<file path="config.mk">
export PLATFORM = sky130hd
export DESIGN_NAME = instruction_fetch_unit
export DESIGN_NICKNAME = d
export VERILOG_FILES = /design/src/rtl/ifu_pkg.sv /design/src/rtl/fetch_fifo.sv /design/src/rtl/instruction_fetch_unit.sv
export SDC_FILE = /design/constraint.sdc
export NUM_CORES = 1
export LEC_CHECK = 0
export CORE_MARGIN = 5
export CORE_UTILIZATION = 29
export DETAILED_ROUTE_END_ITERATION = 7
export HOLD_SLACK_MARGIN = 0.1
export PLACE_DENSITY_LB_ADDON = 0.12
export SLEW_MARGIN = 25
export SYNTH_ARGS = -nofsm -noshare
export SYNTH_HDL_FRONTEND = slang
export SYNTH_SLANG_ARGS = --single-unit
</file>
<file path="constraint.sdc">
create_clock -name Clk -period 10.8 [get_ports Clk]
set_input_delay 1.08 -clock Clk [delete_from_list [all_inputs] [get_ports Clk]]
set_output_delay 1.08 -clock Clk [all_outputs]
set_load 0.01 [all_outputs]
</file>
<file path="src/rtl/ifu_pkg.sv">
// Shared types and constants for the instruction fetch unit.
// State encoding, buffer entry layout and PC helpers.
package ifu_pkg;

  typedef enum logic [1:0] {
    S_IDLE = 2'd0,
    S_REQ  = 2'd1,
    S_WAIT = 2'd2
  } state_e;

  localparam logic [31:0] NOP_INSTR        = 32'h0;
  localparam logic [31:0] DEFAULT_RESET_PC = 32'h0;
  localparam logic [31:0] PC_INC           = 32'd4;

  typedef struct packed {
    logic [31:0] pc;
    logic [31:0] instr;
  } fifo_entry_t;

  function automatic logic [31:0] align_pc(
    input logic [31:0] a
  );
    return {a[31:2], 2'b00};
  endfunction

endpackage

</file>
<file path="src/rtl/fetch_fifo.sv">
// Instruction buffer holding {pc, instr} pairs between fetch and decode.
// Registered storage; flush clears pointers and count in one cycle.
module fetch_fifo
  import ifu_pkg::*;
#(
  parameter int DEPTH = 2
) (
  input  logic                   clk,
  input  logic                   rst,
  input  logic                   push,
  input  logic                   pop,
  input  logic                   flush,
  input  fifo_entry_t            wdata,
  output fifo_entry_t            rdata,
  output logic [$clog2(DEPTH):0] count,
  output logic                   empty,
  output logic                   full
);

  localparam int AW = $clog2(DEPTH);
  localparam int CW = AW + 1;

  fifo_entry_t   mem [DEPTH];
  logic [AW-1:0] wptr;
  logic [AW-1:0] rptr;
  logic          do_push;
  logic          do_pop;

  assign empty   = (count == '0);
  assign full    = (count == CW'(DEPTH));
  assign do_push = push && !full;
  assign do_pop  = pop && !empty;
  assign rdata   = mem[rptr];

  always_ff @(posedge clk) begin
    if (do_push) begin
      mem[wptr] <= wdata;
    end
  end

  always_ff @(posedge clk) begin
    if (rst || flush) begin
      wptr  <= '0;
      rptr  <= '0;
      count <= '0;
    end else begin
      if (do_push) begin
        wptr <= wptr + AW'(1);
      end
      if (do_pop) begin
        rptr <= rptr + AW'(1);
      end
      unique case ({do_push, do_pop})
        2'b10:   count <= count + CW'(1);
        2'b01:   count <= count - CW'(1);
        default: count <= count;
      endcase
    end
  end

endmodule

</file>
<file path="src/rtl/instruction_fetch_unit.sv">
// PC owner and instruction memory requester with a small return buffer.
// One request in flight; branch redirects flush and drop wrong-path data.
module instruction_fetch_unit
  import ifu_pkg::*;
#(
  parameter logic [31:0] RESET_PC   = DEFAULT_RESET_PC,
  parameter int          FIFO_DEPTH = 2
) (
  input  logic        Clk,
  input  logic        Rst,
  output logic        IMemReq,
  output logic [31:0] IMemAddr,
  input  logic        IMemGnt,
  input  logic        IMemValid,
  input  logic [31:0] IMemRdata,
  output logic [31:0] Instruction,
  output logic [31:0] InstrPC,
  output logic        InstrValid,
  input  logic        InstrReady,
  input  logic        PCSrc,
  input  logic [31:0] BranchTarget
);

  localparam int CW = $clog2(FIFO_DEPTH) + 1;

  state_e      state;
  logic [31:0] fetch_pc;
  logic        drop;
  logic [31:0] target;
  logic [31:0] pc_nxt;
  logic        push;
  logic        pop;
  logic [CW-1:0] count;
  logic [CW-1:0] count_after;
  logic        space_after;
  logic        empty;
  logic        full;
  fifo_entry_t wdata;
  fifo_entry_t head;

  assign target = align_pc(BranchTarget);
  assign pc_nxt = PCSrc ? target : fetch_pc;

  assign push = (state == S_WAIT) && IMemValid
             && !drop && !PCSrc && !full;
  assign pop  = InstrValid && InstrReady && !PCSrc;

  // IMemAddr holds the in-flight address through S_WAIT
  assign wdata.pc    = IMemAddr;
  assign wdata.instr = IMemRdata;

  always_comb begin
    count_after = count;
    if (PCSrc) begin
      count_after = '0;
    end else if (push && !pop) begin
      count_after = count + CW'(1);
    end else if (pop && !push) begin
      count_after = count - CW'(1);
    end
  end

  assign space_after = (count_after < CW'(FIFO_DEPTH));

  fetch_fifo #(
    .DEPTH(FIFO_DEPTH)
  ) u_fifo (
    .clk  (Clk),
    .rst  (Rst),
    .push (push),
    .pop  (pop),
    .flush(PCSrc),
    .wdata(wdata),
    .rdata(head),
    .count(count),
    .empty(empty),
    .full (full)
  );

  assign InstrValid  = !empty;
  assign Instruction = empty ? NOP_INSTR : head.instr;
  assign InstrPC     = empty ? 32'h0 : head.pc;

  // drop set in S_REQ also marks that fetch_pc already holds the target
  always_ff @(posedge Clk) begin
    if (Rst) begin
      state    <= S_IDLE;
      IMemReq  <= 1'b0;
      IMemAddr <= RESET_PC;
      fetch_pc <= RESET_PC;
      drop     <= 1'b0;
    end else begin
      if (PCSrc) begin
        fetch_pc <= target;
      end
      unique case (state)
        S_IDLE: begin
          if (PCSrc || count < CW'(FIFO_DEPTH)) begin
            state    <= S_REQ;
            IMemReq  <= 1'b1;
            IMemAddr <= pc_nxt;
          end
        end
        S_REQ: begin
          if (IMemGnt) begin
            state   <= S_WAIT;
            IMemReq <= 1'b0;
            if (PCSrc) begin
              drop <= 1'b1;
            end else if (!drop) begin
              fetch_pc <= fetch_pc + PC_INC;
            end
          end else if (PCSrc) begin
            drop <= 1'b1;
          end
        end
        S_WAIT: begin
          if (IMemValid) begin
            drop <= 1'b0;
            if (space_after) begin
              state    <= S_REQ;
              IMemReq  <= 1'b1;
              IMemAddr <= pc_nxt;
            end else begin
              state <= S_IDLE;
            end
          end else if (PCSrc) begin
            drop <= 1'b1;
          end
        end
        default: begin
          state   <= S_IDLE;
          IMemReq <= 1'b0;
        end
      endcase
    end
  end

endmodule

</file>
==> report_table.html, run 1 <==
<table>
<tr><th>Metric</th><th>Value</th></tr>
<tr><th colspan="2">Drt</th></tr>
<tr><td>Total via count after detailed routing</td><td>5916</td></tr>
<tr><td>Vias per cell</td><td>4.729</td></tr>
<tr><td>Number of antenna-violating nets in the routed design</td><td>0</td></tr>
<tr><td>Final wirelength</td><td>22490 um</td></tr>
<tr><td>Iteration-0 DRC count of the detailed router</td><td>275</td></tr>
<tr><td>Drt pass-1 iters</td><td>4</td></tr>
<tr><td>Routed wire per std cell</td><td>17.98 um</td></tr>
<tr><td>DRC violation count after routing</td><td>0</td></tr>
<tr><th colspan="2">Global routing</th></tr>
<tr><td>Via count of the first global-routing pass</td><td>5752</td></tr>
<tr><td>Global-route wire length before repair</td><td>34370 um</td></tr>
<tr><td>Gr usage total</td><td>12.90%</td></tr>
<tr><td>Maximum number of pins on one net before global-route repair</td><td>70</td></tr>
<tr><td>Leftover overflow at the end of global routing</td><td>0</td></tr>
<tr><td>Antenna violations before repair</td><td>0</td></tr>
<tr><th colspan="2">Placed design</th></tr>
<tr><td>DP HPWL</td><td>14870 um</td></tr>
<tr><td>Routability Congestion</td><td>0.7549</td></tr>
<tr><td>Number of buffer cells added on primary ports</td><td>165</td></tr>
<tr><td>Post-placement cell count</td><td>1210</td></tr>
<tr><th colspan="2">Clock tree</th></tr>
<tr><td>Htree depth</td><td>1</td></tr>
<tr><td>CTS Hold Buffers Added</td><td>0</td></tr>
<tr><td>Total CTS buffers</td><td>23</td></tr>
<tr><td>Root cell of the clock tree</td><td>sky130_fd_sc_hd__clkbuf_16</td></tr>
<tr><td>TritonCTS clock tree</td><td>done</td></tr>
<tr><td>Clock buffer depth</td><td>3</td></tr>
<tr><td>Cts repair resizes</td><td>0</td></tr>
<tr><td>Clock transition at the register clock pins on the worst setup and hold paths after CTS</td><td>0.06 ns</td></tr>
<tr><td>Post-CTS setup buffer count</td><td>0</td></tr>
<tr><td>Sinks on the clock net</td><td>201</td></tr>
<tr><td>Clock Latency Late Sink</td><td>0.51 ns</td></tr>
<tr><th colspan="2">Logic synthesis</th></tr>
<tr><td>Share of flip-flops with an asynchronous set or reset</td><td>0%</td></tr>
<tr><td>Number of flip-flops and latches in the synthesized netlist</td><td>201</td></tr>
<tr><td>Most instantiated flip-flop cell in the synthesis netlist</td><td>sky130_fd_sc_hd__edfxtp_1</td></tr>
<tr><td>Net Count, Synth</td><td>777</td></tr>
<tr><td>Instance count of the mapped netlist</td><td>698</td></tr>
<tr><td>Number of distinct standard cells referenced by the synthesized netlist</td><td>52</td></tr>
<tr><td>Number of warnings reported in the yosys synthesis log</td><td>0</td></tr>
<tr><td>Post-synth design cell area</td><td>8531 um2</td></tr>
<tr><td>Average instance area after synthesis</td><td>12.22 um2</td></tr>
<tr><td>Number of flops mapped to enable cells by yosys</td><td>128</td></tr>
<tr><td>Post-synthesis sequential area ratio</td><td>62.19%</td></tr>
<tr><th colspan="2">Flow run</th></tr>
<tr><td>Max-capacitance violation count</td><td>0</td></tr>
<tr><th colspan="2">Cells and area</th></tr>
<tr><td>Signed area change from the synthesized netlist to the final layout</td><td>32.28%</td></tr>
<tr><td># fillers</td><td>2841</td></tr>
<tr><td>Area used by multi-input combinational logic</td><td>3008 um2</td></tr>
<tr><td>Antenna fix cells</td><td>0</td></tr>
<tr><td>Area taken by flip-flops and latches</td><td>5309 um2</td></tr>
<tr><td>Final net count</td><td>930</td></tr>
<tr><td>Number of standard cells in the final layout excluding fillers</td><td>1251</td></tr>
<tr><td>Share of post-route cells with drive strength above 1</td><td>7.151%</td></tr>
<tr><th colspan="2">Floorplanning</th></tr>
<tr><td>Area of the placeable core</td><td>28860 um2</td></tr>
<tr><td>Top Ports</td><td>168</td></tr>
<tr><td>Row cnt</td><td>62</td></tr>
<tr><td>Die Footprint</td><td>32950 um2</td></tr>
<tr><td>Die W</td><td>181.5 um</td></tr>
<tr><td>Vertical die dimension</td><td>181.5 um</td></tr>
<tr><td>Initial cell density of the core</td><td>29.56%</td></tr>
<tr><th colspan="2">STA</th></tr>
<tr><td>Max Slew Vio Count</td><td>0</td></tr>
<tr><td>Maximum clock frequency</td><td>0.2582 GHz</td></tr>
<tr><td>Fin crit share</td><td>35.86%</td></tr>
<tr><td>Clk_skew</td><td>0.02232 ns</td></tr>
<tr><td>RSZ-0062 raised after global routing</td><td>no</td></tr>
<tr><td>Max_slew headroom</td><td>35.64%</td></tr>
<tr><td>Period minus WS final</td><td>3.873 ns</td></tr>
<tr><td>Final-report hold violation count</td><td>0</td></tr>
<tr><td>Worst Tran Pin Value</td><td>0.9654 ns</td></tr>
<tr><td>Final-layout setup total negative slack</td><td>0 ns</td></tr>
<tr><td>Final number of setup-violating endpoints</td><td>0</td></tr>
<tr><th colspan="2">Critical path</th></tr>
<tr><td>Critical setup path kind</td><td>flop to output pin</td></tr>
<tr><td>Sort of element at the start of the critical path</td><td>flop</td></tr>
<tr><td>Number of cells on the worst reg-to-reg path</td><td>10</td></tr>
<tr><td>Endpoint required time on the critical path</td><td>9.72 ns</td></tr>
<tr><td>Endpoint kind of the worst setup timing path</td><td>output pin</td></tr>
<tr><td>Worst EP arrival</td><td>2.79 ns</td></tr>
<tr><td>Crit Path Max Fanout</td><td>37</td></tr>
<tr><th colspan="2">Pwr</th></tr>
<tr><td>Static power due to leakage</td><td>3.658 nW</td></tr>
<tr><td>Maximum vdd drop</td><td>0.00009366 V</td></tr>
<tr><td>Cell area power density</td><td>195.1 nW/um2</td></tr>
<tr><th colspan="2">Min path</th></tr>
<tr><td>Class of the worst hold path</td><td>flop to flop</td></tr>
<tr><td>Hold Path Stages</td><td>1</td></tr>
<tr><th colspan="2">Run status</th></tr>
<tr><td>Run status</td><td>finished, final reports clean</td></tr>
</table>
-- sequential cells by signal (all words and copies together), names as in the netlist, named ones only --
| name | count |
|---|---|
| state | 2 |
| IMemReq | 1 |
| u_fifo.rptr | 1 |
| fetch_pc | 32 |
| IMemAddr | 32 |
| drop | 1 |
| u_fifo.mem | 128 |
| u_fifo.count | 2 |
| u_fifo.wptr | 1 |
-- cell type report --
type,instances,share of cell area (%)
Timing Repair Buffer,175,15.26
Clock buffer,32,5.854
Sequential cell,201,47.04
Inverter,10,0.3326
Clock inverter,9,0.5987
Tap cell,384,4.258
Multi-Input combinational cell,440,26.65
-- critical path, stage by stage (launching register included) --
cell                              delay [ns]
sky130_fd_sc_hd__dfxtp_4                0.69
sky130_fd_sc_hd__buf_4                  0.66
sky130_fd_sc_hd__mux2i_1                0.20
sky130_fd_sc_hd__nor2_1                 0.13
sky130_fd_sc_hd__clkdlybuf4s50_1        0.56
-- metal layers --
metal | track usage (%) | up-vias | share of wire [%] | wire (um)
li1 | - | 2907 | - | -
met1 | 19.21 | 2821 | 49 | 11110
met2 | 19.56 | 164 | 44 | 9798
met3 | 2.561 | 24 | 5.5 | 1247
met4 | 2.612 | 0 | 1.5 | 334
met5 | 0 | - | 0 | 0
-- layout by cell type, fill, tap and decap left out, types with 8 or more instances in the layout --
cell                              netlist  routed
sky130_fd_sc_hd__a211oi_1              48      48
sky130_fd_sc_hd__a21oi_1                9       9
sky130_fd_sc_hd__a31oi_1               31      31
sky130_fd_sc_hd__buf_4                  2      10
sky130_fd_sc_hd__clkbuf_16              0      24
sky130_fd_sc_hd__clkdlybuf4s50_1        0     164
sky130_fd_sc_hd__dfxtp_1               73      72
sky130_fd_sc_hd__edfxtp_1             128     128
sky130_fd_sc_hd__ha_1                   9       8
sky130_fd_sc_hd__inv_1                  9       9
sky130_fd_sc_hd__mux2i_1               68      68
sky130_fd_sc_hd__nand2_1               24      24
sky130_fd_sc_hd__nand3_1               13      13
sky130_fd_sc_hd__nand4_1               12      12
sky130_fd_sc_hd__nor2_1               101     100
sky130_fd_sc_hd__nor3_1                 8       8
sky130_fd_sc_hd__o21bai_1              19      19
sky130_fd_sc_hd__xnor2_1               13      13
sky130_fd_sc_hd__xor2_1                18      18
-- final timing paths --
| kind | start | endpoint | slack, ns |
|---|---|---|---|
| max | flop | InstrPC[10] | 6.93 |
| min | fetch_pc[1] | fetch_pc[1] | 0.45 |
| max reg2reg | u_fifo.count[1] | IMemAddr[28] | 7.58 |
| min reg2reg | fetch_pc[1] | fetch_pc[1] | 0.45 |
-- cells by family (layout without fill, tap and decap cells) --
family,after synthesis,after routing,share of synthesized area [%]
buffers and inverters,57,226,2.728
AO/OA/AOI/OAI,132,132,11.02
multiplexers,70,70,8.243
flip-flops,201,201,62.19
XOR/XNOR,31,31,3.183
AND/OR/NAND/NOR,198,198,11.32
adder cells (fa/ha/maj),9,9,1.320
-- per-stage QoR --
step / instance area, um2 / hold slack, ns / power (mW) / utilization (%) / setup slack (ns)
after floorplan: 8531 / 0.4243 / 1.234 / - / 6.110
after global placement: 10560 / 0.4451 / 1.473 / 36.58 / 6.837
after detailed placement: 10560 / 0.4451 / 1.476 / 36.58 / 6.830
after CTS: 11280 / 0.4594 / 2.235 / 39.10 / 6.849
after global routing: 11280 / 0.4766 / 2.306 / 39.10 / 6.779
final: 11280 / 0.4547 / 2.202 / 39.10 / 6.927
-- report_power, final --
group / switching (mW) / internal, mW / leakage, nW
logic: 0.223 / 0.221 / 1.52
clock network: 0.302 / 0.449 / 0.364
registers: 0.0844 / 0.923 / 1.77
-- Yosys cell counts, types with 2 or more instances --
master	count	area [um2]
sky130_fd_sc_hd__or2_2	2	12.51
sky130_fd_sc_hd__nand3_1	13	65.06
sky130_fd_sc_hd__nand4_1	12	75.07
sky130_fd_sc_hd__nand3b_1	2	15.01
sky130_fd_sc_hd__xor2_1	18	157.7
sky130_fd_sc_hd__nor3_1	8	40.04
sky130_fd_sc_hd__mux2_2	2	22.52
sky130_fd_sc_hd__and3_1	5	31.28
sky130_fd_sc_hd__dfxtp_1	73	1461
sky130_fd_sc_hd__and2_1	2	12.51
sky130_fd_sc_hd__o21ai_0	4	20.02
sky130_fd_sc_hd__o21bai_1	19	142.6
sky130_fd_sc_hd__o22ai_1	3	18.77
sky130_fd_sc_hd__xnor2_1	13	113.9
sky130_fd_sc_hd__nand2b_1	4	25.02
sky130_fd_sc_hd__nor4_1	7	43.79
sky130_fd_sc_hd__buf_1	6	22.52
sky130_fd_sc_hd__buf_2	9	45.04
sky130_fd_sc_hd__ha_1	9	112.6
sky130_fd_sc_hd__or3_1	2	12.51
sky130_fd_sc_hd__nor2_1	101	379.1
sky130_fd_sc_hd__edfxtp_1	128	3844
sky130_fd_sc_hd__a21boi_0	7	52.55
sky130_fd_sc_hd__a31oi_1	31	193.9
sky130_fd_sc_hd__nor4_4	2	42.54
sky130_fd_sc_hd__inv_1	9	33.78
sky130_fd_sc_hd__buf_4	2	15.01
sky130_fd_sc_hd__a21oi_1	9	45.04
sky130_fd_sc_hd__nand2_1	24	90.09
sky130_fd_sc_hd__mux2i_1	68	680.7
sky130_fd_sc_hd__a311oi_1	3	26.28
sky130_fd_sc_hd__nor2b_1	4	25.02
sky130_fd_sc_hd__and3_2	2	15.01
sky130_fd_sc_hd__clkbuf_1	30	112.6
sky130_fd_sc_hd__a211oi_1	48	360.4
Power figures use the tool's default switching activity.
==> inputs of run 2 (changes only) <==
==> constraint.sdc (replaced) <==
create_clock -name Clk -period 3.74 [get_ports Clk]
set_input_delay 0.374 -clock Clk [delete_from_list [all_inputs] [get_ports Clk]]
set_output_delay 0.374 -clock Clk [all_outputs]
set_load 0.01 [all_outputs]
==> run 2 against run 1 <==
Clock skew hardly changed. First-iteration DRC count down 17%. Highest routed layer unchanged. Non-clock buffer count grew 3. Power rose to 2.9 times the previous value. Sequential power increased to 2.9 times the previous value. Flip-flop and latch count stayed put. Via count is 0.35% lower. Clock power rose to 2.9 times the previous value. Global-route usage is 0.21 points higher. Largest power group unchanged. Hold slack worse by 0.027 ns.
==> report_table.html, run 2 (synthesis gave the netlist of run 1 again) <==
<table>
<tr><th>Metric</th><th>Value</th></tr>
<tr><th colspan="2">Run status</th></tr>
<tr><td>Run status</td><td>finished, final reports clean</td></tr>
<tr><th colspan="2">Drt</th></tr>
<tr><td>Drt pass-1 iters</td><td>5 (+1)</td></tr>
<tr><td>Number of antenna-violating nets in the routed design</td><td>0 (unchanged)</td></tr>
<tr><td>Iteration-0 DRC count of the detailed router</td><td>227 (-17%)</td></tr>
<tr><td>Detailed-routed wire length on met2</td><td>9635 um (-1.7%)</td></tr>
<tr><td>Routed wire per std cell</td><td>17.73 um (-1.4%)</td></tr>
<tr><td>DRC violation count after routing</td><td>0 (unchanged)</td></tr>
<tr><td>Wire length on met1</td><td>11160 um (+0.45%)</td></tr>
<tr><td>Total via count after detailed routing</td><td>5895 (-0.35%)</td></tr>
<tr><td>Final wirelength</td><td>22290 um (-0.91%)</td></tr>
<tr><td>Met3 WL post-DR</td><td>1121 um (-10%)</td></tr>
<tr><td>Top layer used by detailed routing</td><td>met4</td></tr>
<tr><td>Vias per cell</td><td>4.690 (-0.83%)</td></tr>
<tr><th colspan="2">Critical path</th></tr>
<tr><td>Critical setup path kind</td><td>flop to output pin</td></tr>
<tr><td>Sort of element at the start of the critical path</td><td>flop</td></tr>
<tr><td>Crit Path Max Fanout</td><td>40 (+8.1%)</td></tr>
<tr><td>Endpoint required time on the critical path</td><td>3.37 ns (-6.35 ns)</td></tr>
<tr><td>Worst EP arrival</td><td>2.54 ns (-0.25 ns)</td></tr>
<tr><td>Endpoint kind of the worst setup timing path</td><td>output pin</td></tr>
<tr><th colspan="2">Global routing</th></tr>
<tr><td>Gr usage total</td><td>13.11% (+0.21 points)</td></tr>
<tr><td>Global-route wire length before repair</td><td>34980 um (+1.8%)</td></tr>
<tr><td>Leftover overflow at the end of global routing</td><td>0 (unchanged)</td></tr>
<tr><td>Antenna violations before repair</td><td>0 (unchanged)</td></tr>
<tr><td>Via count of the first global-routing pass</td><td>5890 (+2.4%)</td></tr>
<tr><td>Maximum number of pins on one net before global-route repair</td><td>67 (-4.3%)</td></tr>
<tr><th colspan="2">Floorplanning</th></tr>
<tr><td>Die Footprint</td><td>32950 um2 (unchanged)</td></tr>
<tr><td>Area of the placeable core</td><td>28860 um2 (unchanged)</td></tr>
<tr><td>Initial cell density of the core</td><td>29.56% (unchanged)</td></tr>
<tr><td>Vertical die dimension</td><td>181.5 um (unchanged)</td></tr>
<tr><td>Top Ports</td><td>168 (unchanged)</td></tr>
<tr><td>Row cnt</td><td>62 (unchanged)</td></tr>
<tr><td>Die W</td><td>181.5 um (unchanged)</td></tr>
<tr><th colspan="2">Clock tree</th></tr>
<tr><td>CTS Hold Buffers Added</td><td>0 (unchanged)</td></tr>
<tr><td>Htree depth</td><td>1 (unchanged)</td></tr>
<tr><td>TritonCTS clock tree</td><td>done</td></tr>
<tr><td>Post-CTS setup buffer count</td><td>0 (unchanged)</td></tr>
<tr><td>Root cell of the clock tree</td><td>sky130_fd_sc_hd__clkbuf_16</td></tr>
<tr><td>Total CTS buffers</td><td>24 (+4.3%)</td></tr>
<tr><td>Clock transition at the register clock pins on the worst setup and hold paths after CTS</td><td>0.06 ns (about the same)</td></tr>
<tr><td>Clock Latency Late Sink</td><td>0.51 ns (about the same)</td></tr>
<tr><td>Cts repair resizes</td><td>0 (unchanged)</td></tr>
<tr><td>Sinks on the clock net</td><td>201 (unchanged)</td></tr>
<tr><td>Clock buffer depth</td><td>3 (unchanged)</td></tr>
<tr><th colspan="2">Cells and area</th></tr>
<tr><td>Final net count</td><td>934 (+0.43%)</td></tr>
<tr><td>Largest register by flop count</td><td>u_fifo.mem</td></tr>
<tr><td>Commonest non-fill, non-tap cell in the layout</td><td>sky130_fd_sc_hd__clkdlybuf4s50_1</td></tr>
<tr><td>Largest registers ranked by flip-flop count</td><td>u_fifo.mem: 128 flops, IMemAddr: 32 flops, fetch_pc: 32 flops</td></tr>
<tr><td>Number of standard cells in the final layout excluding fillers</td><td>1257 (+0.48%)</td></tr>
<tr><td>Max FFs per register</td><td>128 (unchanged)</td></tr>
<tr><td>Share of post-route cells with drive strength above 1</td><td>7.675% (+0.52 points)</td></tr>
<tr><td>Post-Route Utilization</td><td>39.38% (+0.27 points)</td></tr>
<tr><td>Antenna fix cells</td><td>0 (unchanged)</td></tr>
<tr><td>Most used cells in the layout excluding fill and tap cells</td><td>sky130_fd_sc_hd__clkdlybuf4s50_1, sky130_fd_sc_hd__edfxtp_1, sky130_fd_sc_hd__nor2_1, sky130_fd_sc_hd__dfxtp_1, sky130_fd_sc_hd__mux2i_1</td></tr>
<tr><td>Signed area change from the synthesized netlist to the final layout</td><td>33.21%</td></tr>
<tr><th colspan="2">Placed design</th></tr>
<tr><td>Number of buffer cells added on primary ports</td><td>165 (unchanged)</td></tr>
<tr><td>Routability Congestion</td><td>0.8015 (+6.2%)</td></tr>
<tr><td>Post-placement cell count</td><td>1213 (+0.25%)</td></tr>
<tr><td>DP HPWL</td><td>15030 um (+1.1%)</td></tr>
<tr><th colspan="2">STA</th></tr>
<tr><td>Maximum clock frequency</td><td>0.3426 GHz</td></tr>
<tr><td>Final number of setup-violating endpoints</td><td>0 (unchanged)</td></tr>
<tr><td>Max Slew Vio Count</td><td>0 (unchanged)</td></tr>
<tr><td>RSZ-0062 raised after global routing</td><td>no</td></tr>
<tr><td>Final-layout setup total negative slack</td><td>0 ns (unchanged)</td></tr>
<tr><td>Final-report hold violation count</td><td>0 (unchanged)</td></tr>
<tr><td>Period minus WS final</td><td>2.919 ns</td></tr>
<tr><td>Max_slew headroom</td><td>40.14% (+4.5 points)</td></tr>
<tr><td>Worst Tran Pin Value</td><td>0.8897 ns (-0.07577 ns)</td></tr>
<tr><td>Clk_skew</td><td>0.02197 ns (-0.0003506 ns)</td></tr>
<tr><td>Fin crit share</td><td>78.05%</td></tr>
<tr><th colspan="2">Pwr</th></tr>
<tr><td>Maximum vdd drop</td><td>0.0002954 V (+220%)</td></tr>
<tr><td>Static power due to leakage</td><td>3.692 nW (+0.91%)</td></tr>
<tr><td>Cell area power density</td><td>561.0 nW/um2 (+190%)</td></tr>
<tr><th colspan="2">Flow run</th></tr>
<tr><td>Max-capacitance violation count</td><td>0 (unchanged)</td></tr>
<tr><th colspan="2">Min path</th></tr>
<tr><td>Class of the worst hold path</td><td>input pin to flop</td></tr>
</table>
-- run 2: critical path, stage by stage (launching register included) --
cell	delay, ns
sky130_fd_sc_hd__dfxtp_4	0.85
sky130_fd_sc_hd__buf_4	0.31
sky130_fd_sc_hd__mux2i_1	0.26
sky130_fd_sc_hd__nor2_1	0.06
sky130_fd_sc_hd__clkdlybuf4s50_1	0.51
-- run 2: area by class of cell --
cell class | count | area (um2)
Tap cell | 384 | 480.5
Multi-Input combinational cell | 440 | 3008
Timing Repair Buffer | 178 | 1782
Sequential cell | 201 | 5309
Clock buffer | 26 | 639.4
Clock inverter | 18 | 107.6
Inverter | 10 | 37.54
Fill cell | 2816 | 17490
-- run 2: where the power goes --
| group | switching (mW) | total [mW] | internal (mW) | leakage, nW |
|---|---|---|---|---|
| clock network | 0.890 | 2.18 | 1.29 | 0.373 |
| registers | 0.252 | 2.92 | 2.67 | 1.77 |
| logic | 0.634 | 1.28 | 0.641 | 1.55 |
| total | 1.78 | 6.38 | 4.60 | 3.69 |
-- run 2: routing by layer --
layer	GRT usage [%]	vias to the layer above
met5	0	-
met4	2.462	0
met3	2.521	26
met2	20.20	161
met1	19.38	2785
li1	-	2923
-- run 2: worst paths after layout --
kind,startpoint,endpoint,slack (ns),depth (start not counted)
worst max-delay path,flop,InstrPC[2],0.82,4
worst max register to register,u_fifo.count[0],IMemAddr[6],1.04,9
worst min register to register,fetch_pc[0],fetch_pc[0],0.46,1
worst min-delay path,Rst,fetch_pc[4],0.43,2
-- run 2: metrics by stage --
step	power, mW	hold WS (ns)	cell area (um2)	setup slack, ns
after floorplan	3.562	0.4243	8533	0.5443
after global placement	4.253	0.4480	10620	0.7882
after detailed placement	4.261	0.4498	10620	0.7825
after CTS	6.472	0.4205	11360	0.7308
after global routing	6.701	0.4277	11360	0.6617
final	6.375	0.4277	11360	0.8211
==> inputs of run 3 (changes only) <==
==> constraint.sdc (replaced) <==
create_clock -name Clk -period 3 [get_ports Clk]
set_input_delay 0.3 -clock Clk [delete_from_list [all_inputs] [get_ports Clk]]
set_output_delay 0.3 -clock Clk [all_outputs]
set_load 0.01 [all_outputs]
==> run 3 against run 2 <==
Final area is 0.85% higher. Global-route usage is 0.13 points lower. Critical endpoint is now InstrPC[18]. Wire length increased by 0.44%. Sequential share of layout area is 0.39 points lower.
==> report_table.html, run 3 (synthesis gave the netlist of run 1 again) <==
<table>
<tr><th>Metric</th><th>Value</th></tr>
<tr><th colspan="2">Drt</th></tr>
<tr><td>Final wirelength</td><td>22390 um (+0.44%)</td></tr>
<tr><td>DRC violation count after routing</td><td>0 (unchanged)</td></tr>
<tr><td>Drt pass-1 iters</td><td>4 (-1)</td></tr>
<tr><td>Vias per cell</td><td>4.696 (+0.13%)</td></tr>
<tr><td>Routed wire per std cell</td><td>17.70 um (-0.20%)</td></tr>
<tr><td>Total via count after detailed routing</td><td>5940 (+0.76%)</td></tr>
<tr><td>Iteration-0 DRC count of the detailed router</td><td>243 (+7.0%)</td></tr>
<tr><td>Number of antenna-violating nets in the routed design</td><td>0 (unchanged)</td></tr>
<tr><th colspan="2">Global routing</th></tr>
<tr><td>Gr usage total</td><td>12.98% (-0.13 points)</td></tr>
<tr><td>Leftover overflow at the end of global routing</td><td>0 (unchanged)</td></tr>
<tr><td>Via count of the first global-routing pass</td><td>5901 (+0.19%)</td></tr>
<tr><td>Antenna violations before repair</td><td>0 (unchanged)</td></tr>
<tr><td>Maximum number of pins on one net before global-route repair</td><td>67 (unchanged)</td></tr>
<tr><td>Global-route wire length before repair</td><td>34330 um (-1.9%)</td></tr>
<tr><th colspan="2">Critical path</th></tr>
<tr><td>Worst EP arrival</td><td>2.38 ns (-0.16 ns)</td></tr>
<tr><td>WP buf/inv</td><td>3 (+1)</td></tr>
<tr><td>Critical setup path kind</td><td>flop to output pin</td></tr>
<tr><td>Sort of element at the start of the critical path</td><td>flop</td></tr>
<tr><td>Endpoint kind of the worst setup timing path</td><td>output pin</td></tr>
<tr><td>Endpoint required time on the critical path</td><td>2.70 ns (-0.67 ns)</td></tr>
<tr><td>Critical path's top delay family</td><td>buffers and inverters</td></tr>
<tr><td>Sequence of cells on the critical path</td><td>inv_1 &gt; ha_2 &gt; buf_6 &gt; nor2_1 &gt; clkdlybuf4s50_1</td></tr>
<tr><td>Delay of the slowest cell on the worst path</td><td>0.59 ns (-0.26 ns)</td></tr>
<tr><td>Crit Path Max Fanout</td><td>66 (+65%)</td></tr>
<tr><td>Worst-path cell with the longest stage delay</td><td>sky130_fd_sc_hd__clkdlybuf4s50_1</td></tr>
<tr><th colspan="2">Floorplanning</th></tr>
<tr><td>Area of the placeable core</td><td>28860 um2 (unchanged)</td></tr>
<tr><td>Row cnt</td><td>62 (unchanged)</td></tr>
<tr><td>Die W</td><td>181.5 um (unchanged)</td></tr>
<tr><td>Top Ports</td><td>168 (unchanged)</td></tr>
<tr><td>Vertical die dimension</td><td>181.5 um (unchanged)</td></tr>
<tr><td>Die Footprint</td><td>32950 um2 (unchanged)</td></tr>
<tr><td>Initial cell density of the core</td><td>29.56% (unchanged)</td></tr>
<tr><th colspan="2">Cells and area</th></tr>
<tr><td>Commonest non-fill, non-tap cell in the layout</td><td>sky130_fd_sc_hd__clkdlybuf4s50_1</td></tr>
<tr><td>Number of standard cells in the final layout excluding fillers</td><td>1265 (+0.64%)</td></tr>
<tr><td>Most used cells in the layout excluding fill and tap cells</td><td>sky130_fd_sc_hd__clkdlybuf4s50_1, sky130_fd_sc_hd__edfxtp_1, sky130_fd_sc_hd__nor2_1, sky130_fd_sc_hd__dfxtp_1, sky130_fd_sc_hd__mux2i_1</td></tr>
<tr><td>Largest register by flop count</td><td>u_fifo.mem</td></tr>
<tr><td>Antenna fix cells</td><td>0 (unchanged)</td></tr>
<tr><td>Post-Route Utilization</td><td>39.71% (+0.33 points)</td></tr>
<tr><td>Largest registers ranked by flip-flop count</td><td>u_fifo.mem: 128 flops, IMemAddr: 32 flops, fetch_pc: 32 flops</td></tr>
<tr><td># fillers</td><td>2856 (+1.4%)</td></tr>
<tr><td>Signed area change from the synthesized netlist to the final layout</td><td>34.34%</td></tr>
<tr><td>Share of post-route cells with drive strength above 1</td><td>8.513% (+0.84 points)</td></tr>
<tr><td>Max FFs per register</td><td>128 (unchanged)</td></tr>
<tr><td>Final net count</td><td>944 (+1.1%)</td></tr>
<tr><th colspan="2">Pwr</th></tr>
<tr><td>Overall Power</td><td>7.980 mW (+25%)</td></tr>
<tr><td>Cell area power density</td><td>696.3 nW/um2 (+24%)</td></tr>
<tr><td>Maximum vdd drop</td><td>0.0003246 V (+9.9%)</td></tr>
<tr><td>Static power due to leakage</td><td>3.746 nW (+1.5%)</td></tr>
<tr><th colspan="2">Placed design</th></tr>
<tr><td>Number of buffer cells added on primary ports</td><td>165 (unchanged)</td></tr>
<tr><td>DP HPWL</td><td>15430 um (+2.7%)</td></tr>
<tr><td>Post-placement cell count</td><td>1224 (+0.91%)</td></tr>
<tr><td>Routability Congestion</td><td>0.7777 (-3.0%)</td></tr>
<tr><th colspan="2">Clock tree</th></tr>
<tr><td>Clock transition at the register clock pins on the worst setup and hold paths after CTS</td><td>0.06 ns (about the same)</td></tr>
<tr><td>Sinks on the clock net</td><td>201 (unchanged)</td></tr>
<tr><td>Clock buffer depth</td><td>3 (unchanged)</td></tr>
<tr><td>Htree depth</td><td>1 (unchanged)</td></tr>
<tr><td>Clock Latency Late Sink</td><td>0.49 ns (-0.02 ns)</td></tr>
<tr><td>Post-CTS setup buffer count</td><td>0 (unchanged)</td></tr>
<tr><td>TritonCTS clock tree</td><td>done</td></tr>
<tr><td>CTS Hold Buffers Added</td><td>0 (unchanged)</td></tr>
<tr><td>Root cell of the clock tree</td><td>sky130_fd_sc_hd__clkbuf_16</td></tr>
<tr><td>Total CTS buffers</td><td>23 (-4.2%)</td></tr>
<tr><th colspan="2">STA</th></tr>
<tr><td>Final-layout setup total negative slack</td><td>0 ns (unchanged)</td></tr>
<tr><td>Final number of setup-violating endpoints</td><td>0 (unchanged)</td></tr>
<tr><td>Worst hold slack</td><td>0.3762 ns (-0.05143 ns)</td></tr>
<tr><td>Period minus WS final</td><td>2.682 ns</td></tr>
<tr><td>Maximum clock frequency</td><td>0.3729 GHz</td></tr>
<tr><td>Final-report hold violation count</td><td>0 (unchanged)</td></tr>
<tr><td>RSZ-0062 raised after global routing</td><td>no</td></tr>
<tr><td>Worst Tran Pin Value</td><td>0.8131 ns (-0.07660 ns)</td></tr>
<tr><td>Max_slew headroom</td><td>45.79% (+5.7 points)</td></tr>
<tr><td>Clk_skew</td><td>0.008626 ns (-0.01334 ns)</td></tr>
<tr><td>Max Slew Vio Count</td><td>0 (unchanged)</td></tr>
<tr><td>Fin crit share</td><td>89.39%</td></tr>
<tr><th colspan="2">Min path</th></tr>
<tr><td>Class of the worst hold path</td><td>input pin to flop</td></tr>
<tr><th colspan="2">Run status</th></tr>
<tr><td>Run status</td><td>finished, final reports clean</td></tr>
<tr><th colspan="2">Flow run</th></tr>
<tr><td>Max-capacitance violation count</td><td>0 (unchanged)</td></tr>
</table>
run 3: area by class of cell:
cell class | count | area [um2] | share of cell area (%)
repair buffers | 189 | 1893 | 16.52
inverters | 10 | 37.54 | 0.3275
multi-input cells | 440 | 3008 | 26.25
clock buffers | 31 | 635.6 | 5.546
well taps | 384 | 480.5 | 4.193
clock inverters | 10 | 96.34 | 0.8407
flip-flops and latches | 201 | 5309 | 46.33
run 3: metal layers:
layer / track usage [%] / routed length (um) / vias up / share of wire (%)
met5: 0 / 0 / - / 0
met4: 3.272 / 467 / 0 / 2.1
met3: 2.561 / 1000 / 31 / 4.5
met2: 20.30 / 9921 / 137 / 44
met1: 18.54 / 11000 / 2836 / 49
li1: - / - / 2936 / -
run 3: power breakdown:
group          internal [mW]  total, mW  leakage (nW)  switching (mW)
logic                  0.827       1.63          1.61           0.801
clock network           1.65       2.71         0.363            1.06
registers               3.32       3.64          1.77           0.316
total                   5.80       7.98          3.75            2.18
run 3: final timing paths:
kind,slack (ns),endpoint,cells past startpoint,startpoint
worst max-delay path,0.32,InstrPC[18],5,u_fifo.count[1]
worst min-delay path,0.38,fetch_pc[4],2,Rst
worst max register to register,0.57,IMemAddr[0],8,u_fifo.count[1]
worst min register to register,0.46,fetch_pc[0],1,fetch_pc[0]
run 3: metrics by stage:
stage / instance area (um2) / setup slack [ns]
floorplan: 8538 / 0.004531
global placement: 10720 / 0.4221
detailed placement: 10720 / 0.4393
CTS: 11460 / 0.06835
global route: 11460 / 0.1709
finish: 11460 / 0.3182
run 3: timing repair:
item                       in CTS  in global routing
hold endpoints to repair        0                  0
gates resized for setup         0                  1
setup endpoints to repair       0                  1
